[config.mk]
export PLATFORM = sky130hd
export DESIGN_NAME = intr_source_ctrl
export DESIGN_NICKNAME = d
export VERILOG_FILES = /design/src/rtl/intr_pkg.sv /design/src/rtl/intr_gateway.sv /design/src/rtl/intr_source_ctrl.sv
export SDC_FILE = /design/constraint.sdc
export NUM_CORES = 1
export LEC_CHECK = 0
export BUFFER_PORTS_ARGS = -buffer_cell sky130_fd_sc_hd__buf_2
export CAP_MARGIN = 40
export CORE_MARGIN = 4
export CORE_UTILIZATION = 57
export CTS_BUF_LIST = sky130_fd_sc_hd__clkbuf_8
export DETAILED_ROUTE_END_ITERATION = 6
export HOLD_SLACK_MARGIN = 0.12
export PLACE_DENSITY = 0.85
export SLEW_MARGIN = 20
export SYNTH_ARGS = -nofsm -noshare
export SYNTH_HDL_FRONTEND = slang
export SYNTH_HIERARCHICAL = 1
export SYNTH_SLANG_ARGS = --single-unit
[constraint.sdc]
create_clock -name clk -period 9.24 [get_ports clk]
set_input_delay 1.848 -clock clk [delete_from_list [all_inputs] [get_ports clk]]
set_output_delay 1.848 -clock clk [all_outputs]
set_load 0.01 [all_outputs]
[src/rtl/intr_pkg.sv]
// Shared constants and types for the interrupt source controller.
// Register offsets, gateway states and source IDs.
package intr_pkg;

  localparam int NUM_SRC_DEF = 4;
  localparam int PRIO_W_DEF  = 3;
  localparam int ADDR_W_DEF  = 8;

  localparam int OFF_PENDING = 'h80;
  localparam int OFF_ENABLE  = 'h84;
  localparam int OFF_THRESH  = 'h88;
  localparam int OFF_CLAIM   = 'h8C;

  localparam int ID_NONE    = 0;
  localparam int ID_UART_TX = 1;
  localparam int ID_UART_RX = 2;
  localparam int ID_TIMER   = 3;
  localparam int ID_EXT     = 4;

  typedef enum logic [1:0] {
    GW_IDLE,
    GW_PENDING,
    GW_IN_SERVICE
  } gw_state_e;

  function automatic int prio_off(input int id);
    return 4 * id;
  endfunction

endpackage

[src/rtl/intr_gateway.sv]
// Per-source gateway: latches a level request and tracks
// it through claim and complete.
module intr_gateway
  import intr_pkg::*;
(
  input  logic clk,
  input  logic rst,
  input  logic src,
  input  logic claim,
  input  logic complete,
  output logic pending,
  output logic in_service
);

  gw_state_e state;

  always_ff @(posedge clk) begin
    if (rst) begin
      state <= GW_IDLE;
    end else begin
      unique case (state)
        GW_IDLE:
          if (src) state <= GW_PENDING;
        GW_PENDING:
          if (claim) state <= GW_IN_SERVICE;
        GW_IN_SERVICE:
          if (complete) state <= GW_IDLE;
        default:
          state <= GW_IDLE;
      endcase
    end
  end

  assign pending    = (state == GW_PENDING);
  assign in_service = (state == GW_IN_SERVICE);

endmodule

[src/rtl/intr_source_ctrl.sv]
// Interrupt source controller: gateways, register file,
// priority arbiter and the registered irq line.
module intr_source_ctrl
  import intr_pkg::*;
#(
  parameter int NUM_SRC = NUM_SRC_DEF,
  parameter int PRIO_W  = PRIO_W_DEF,
  parameter int ADDR_W  = ADDR_W_DEF
) (
  input  logic              clk,
  input  logic              rst,
  input  logic [NUM_SRC-1:0] src_i,
  input  logic [ADDR_W-1:0] bus_addr,
  input  logic              bus_wr,
  input  logic              bus_rd,
  input  logic [31:0]       bus_wdata,
  output logic [31:0]       bus_rdata,
  output logic              irq_o
);

  localparam int ID_W = $clog2(NUM_SRC + 1);

  logic [PRIO_W-1:0]  prio_q [1:NUM_SRC];
  logic [NUM_SRC:1]   en_q;
  logic [PRIO_W-1:0]  thr_q;

  logic [NUM_SRC:1]   pend;
  logic [NUM_SRC:1]   insvc;
  logic [NUM_SRC:1]   elig;
  logic [NUM_SRC:1]   claim;
  logic [NUM_SRC:1]   cmpl;
  logic [NUM_SRC:1]   prio_hit;

  logic [ID_W-1:0]    win_id;
  logic [PRIO_W-1:0]  best_p;
  logic [PRIO_W-1:0]  prio_rd;

  logic sel_pend;
  logic sel_en;
  logic sel_thr;
  logic sel_claim;
  logic wr_ok;
  logic [7:0] cmpl_id;

  logic unused_wdata;
  assign unused_wdata = ^{bus_wdata[31:8], insvc};

  assign sel_pend  = bus_addr == ADDR_W'(OFF_PENDING);
  assign sel_en    = bus_addr == ADDR_W'(OFF_ENABLE);
  assign sel_thr   = bus_addr == ADDR_W'(OFF_THRESH);
  assign sel_claim = bus_addr == ADDR_W'(OFF_CLAIM);
  // A read on the same cycle wins; the write is dropped.
  assign wr_ok     = bus_wr & ~bus_rd;
  assign cmpl_id   = bus_wdata[7:0];

  always_comb begin
    prio_hit = '0;
    prio_rd  = '0;
    for (int i = 1; i <= NUM_SRC; i++) begin
      prio_hit[i] = bus_addr == ADDR_W'(prio_off(i));
      if (prio_hit[i]) prio_rd = prio_q[i];
    end
  end

  genvar g;
  generate
    for (g = 1; g <= NUM_SRC; g++) begin : g_gw
      assign claim[g] = bus_rd & sel_claim
                      & (win_id == ID_W'(g));
      assign cmpl[g]  = wr_ok & sel_claim
                      & (cmpl_id == 8'(g));
      intr_gateway u_gw (
        .clk        (clk),
        .rst        (rst),
        .src        (src_i[g-1]),
        .claim      (claim[g]),
        .complete   (cmpl[g]),
        .pending    (pend[g]),
        .in_service (insvc[g])
      );
    end
  endgenerate

  // Strict compare keeps the lowest ID on equal priority.
  always_comb begin
    elig   = '0;
    best_p = '0;
    win_id = '0;
    for (int i = 1; i <= NUM_SRC; i++) begin
      elig[i] = pend[i] & en_q[i] & (prio_q[i] > thr_q);
      if (elig[i] && prio_q[i] > best_p) begin
        best_p = prio_q[i];
        win_id = ID_W'(i);
      end
    end
  end

  always_ff @(posedge clk) begin
    if (rst) begin
      for (int i = 1; i <= NUM_SRC; i++) prio_q[i] <= '0;
      en_q  <= '0;
      thr_q <= '0;
      irq_o <= 1'b0;
    end else begin
      irq_o <= |elig;
      if (wr_ok) begin
        for (int i = 1; i <= NUM_SRC; i++)
          if (prio_hit[i]) prio_q[i] <= bus_wdata[PRIO_W-1:0];
        if (sel_en)  en_q  <= bus_wdata[NUM_SRC:1];
        if (sel_thr) thr_q <= bus_wdata[PRIO_W-1:0];
      end
    end
  end

  always_comb begin
    bus_rdata = '0;
    if (bus_rd) begin
      unique case (1'b1)
        sel_pend:  bus_rdata = 32'({pend, 1'b0});
        sel_en:    bus_rdata = 32'({en_q, 1'b0});
        sel_thr:   bus_rdata = 32'(thr_q);
        sel_claim: bus_rdata = 32'(win_id);
        |prio_hit: bus_rdata = 32'(prio_rd);
        default:   bus_rdata = '0;
      endcase
    end
  end

endmodule

==> impl_metrics.toml <==
[worst_setup_path]
arrival_ns = 5.85
path_cells = "inv_1 -> ha_1 -> nor2b_1 -> o311ai_0 -> nor3_1 -> nand2_1 -> ha_1 -> a311oi_1 -> and2_1 -> mux2_2 -> ha_1 -> inv_1 -> a21o_1 -> a21oi_1 -> a311o_1 -> a21o_1 -> ha_1 -> a211oi_1 -> nor3_1 -> nor3b_2 -> o21ai_0 -> a31oi_1 -> buf_2"
cp_slowest_stage_delay_ns = 0.50
cpMostUsedCell = "ha_1"
slowest_stage = "o311ai_0"
path_delay_family = "compound AO/OA/AOI/OAI gates"
worstPathMaxFanout = 6
path_buf_inv = 3
start_kind = "flip-flop"
required_ns = 7.39
cp-end-kind = "primary output"
crit_type = "reg -> out"

[cts]
post_cts_resized = 0
htree_levels = 1
cts.sinks = 28
clock_path_buffers = 2
path_clk_slew_ns = 0.10
cts_inserted_buffers = 3
cts_tree = "yes"
post-cts-setup-buffer-count = 0
cts-root-buf = "clkbuf_8"
cts-hold-fix-buffers = 0
worst_skew_pair.late_latency_ns = 0.27

[sta]
rsz0062_at_grt = "no"
setup_viol = 0
final_max_slew_viol_count = 0
worst_pin_slew_ns = 0.576
skew_ns = 0.00529
setup_tns_ns = 0
slew_headroom = 0.611
fin_crit_sh = 0.833
hold_viol = 0
whs_ns = 0.447
max_freq_mhz = 130
min_period_ns = 7.70

[logic_synthesis]
syn-instance-count = 276
synth_cell_type_count = 41
async_flop_share = 0
yosys_warnings = 6
yosysSeqAreaShare = 0.285
ys.flop_type = "dfxtp_1"
synth_edf_count = 12
synth_area_um2 = 2390
syn_avg_cell_area_um2 = 8.65
synth-seq-cells = 28

[detailed_routing]
via_count = 2036
routed_via_density = 5.78
dr.pass1.iters = 4
drc = 0
wire_per_inst_um = 15.5
ant_nets = 0
first_iter_violations = 141
wl_um = 5460

[floorplanning]
die_x_um = 72.7
die_h_um = 72.7
ios = 81
start_util = 0.593
dieArea_um2 = 5290
rows = 23
core_um2 = 4030

[global_route]
overflow = 0
antenna_found_initial = 0
grt_max_degree = 27
first_global_vias = 1953
grt_pass1_wl_um = 8920
grt_use_total = 0.214

[placement]
place_congestion = 0.952
placed_area_um2 = 2460
hpwl_um = 4400
port_buffers = 29

[layout]
most-common-layout-cells = "buf_2, nor2_1, conb_1"
syn_to_final_growth_pct = 6.18
final_common_cell = "buf_2"
design_area_um2 = 2540
drive_above_1_share = 0.142
layout.nets = 372
antenna_cells = 0

[power]
p_leak_uw = 0.00114
p_sw_uw = 70.5
pwr-share-comb = 0.154
p_clk_frac = 0.351
seq_power_share = 0.495
p_int_uw = 206
power_density_nw_per_um2 = 109
switching_share = 0.255
vdd_ir_drop_max_uv = 77.9

[worst_hold_path]
hold_class = "reg -> reg"

[job]
maxCapViolCount = 0

[status]
status = "finished, final reports clean"
==> cell families (layout without fill, tap and decap cells) <==
group                    Yosys count  in the layout  share of synthesized area
buffers and inverters             48             48                      0.119
adder cells (fa/ha/maj)           21             21                      0.110
other                              1             27                    0.00157
multiplexers                      15             15                     0.0644
XOR/XNOR                           1              1                    0.00367
flip-flops                        28             28                      0.285
AND/OR/NAND/NOR                  111            111                      0.262
AO/OA/AOI/OAI                     51             51                      0.153
==> power groups by stage <==
| stage | Clock [uW] | Combinational [uW] | Sequential [uW] |
|---|---|---|---|
| 4_1_cts | 98.6 | 41.6 | 137 |
| 5_1_grt | 104 | 47.8 | 138 |
| 6_report | 97.2 | 42.6 | 137 |
| 3_3_place_gp | 0 | 39.9 | 140 |
| 3_5_place_dp | 0 | 41.3 | 140 |
| 2_1_floorplan | 0 | 37.1 | 138 |
==> routing by layer <==
metal | wire length, um | global-route usage
met4 | 85 | 0.0615
met1 | 2340 | 0.306
met2 | 2500 | 0.340
met5 | 0 | 0
met3 | 539 | 0.0248
==> path summary, 6_finish.rpt <==
path	start	to	slack (ns)	cells after the start
worst min-delay path	g_gw[3].u_gw/state[1]$_SDFFE_PP0P_	g_gw[3].u_gw/state[0]$_SDFFE_PP0P_	0.45	1
worst max-delay path	thr_q[1]$_SDFFE_PP0P_	bus_rdata[1]	1.54	23
worst max register to register	thr_q[1]$_SDFFE_PP0P_	g_gw[1].u_gw/state[0]$_SDFFE_PP0P_	3.38	24
worst min register to register	g_gw[3].u_gw/state[1]$_SDFFE_PP0P_	g_gw[3].u_gw/state[0]$_SDFFE_PP0P_	0.45	1
==> state kept, by name, indices dropped and copies added (netlist names) <==
register	flops
en_q	4
prio_q	12
g_gw.u_gw/state	8
irq_o	1
thr_q	3
==> area by class of cell <==
cell class                      count  area (um2)
Clock inverter                      1        30.0
Clock buffer                        3        41.3
Sequential cell                    28         681
Timing Repair Buffer               29         145
Multi-Input combinational cell    226        1520
Inverter                           15        56.3
Fill cell                         361        1490
Tap cell                           50        62.6
==> Yosys cell counts, types with 2 or more instances <==
cell type / instances / area (um2)
ha_1: 21 / 263
nor4_1: 2 / 12.5
mux2i_1: 12 / 120
nand2_1: 9 / 33.8
nand4_1: 2 / 12.5
edfxtp_1: 12 / 360
a211oi_1: 6 / 45.0
o311ai_0: 3 / 26.3
nor3b_2: 4 / 50.1
buf_4: 28 / 210
nand3_1: 9 / 45.0
nor2_1: 28 / 105
nand3b_1: 2 / 15.0
nand2b_1: 9 / 56.3
or4_4: 2 / 22.5
inv_1: 15 / 56.3
a31oi_1: 4 / 25.0
nor2b_1: 14 / 87.6
clkbuf_1: 5 / 18.8
a21oi_1: 3 / 15.0
nor4b_1: 2 / 17.5
a22oi_1: 3 / 22.5
a32o_1: 4 / 40.0
and2_1: 16 / 100
mux2_2: 3 / 33.8
nor3_1: 7 / 35.0
and3_1: 4 / 25.0
o21ai_0: 11 / 55.1
o21a_1: 2 / 15.0
dfxtp_1: 16 / 320
a311oi_1: 3 / 26.3
a21o_1: 6 / 45.0
==> through the flow <==
step	setup WS, ns	instances	util	power (uW)
floorplan	2.62	302	-	176
global placement	2.04	348	0.612	180
detailed placement	1.90	348	0.612	181
CTS	1.58	352	0.630	277
global route	1.04	352	0.630	290
finish	1.54	352	0.630	277
(Power assumes the default switching activity.)
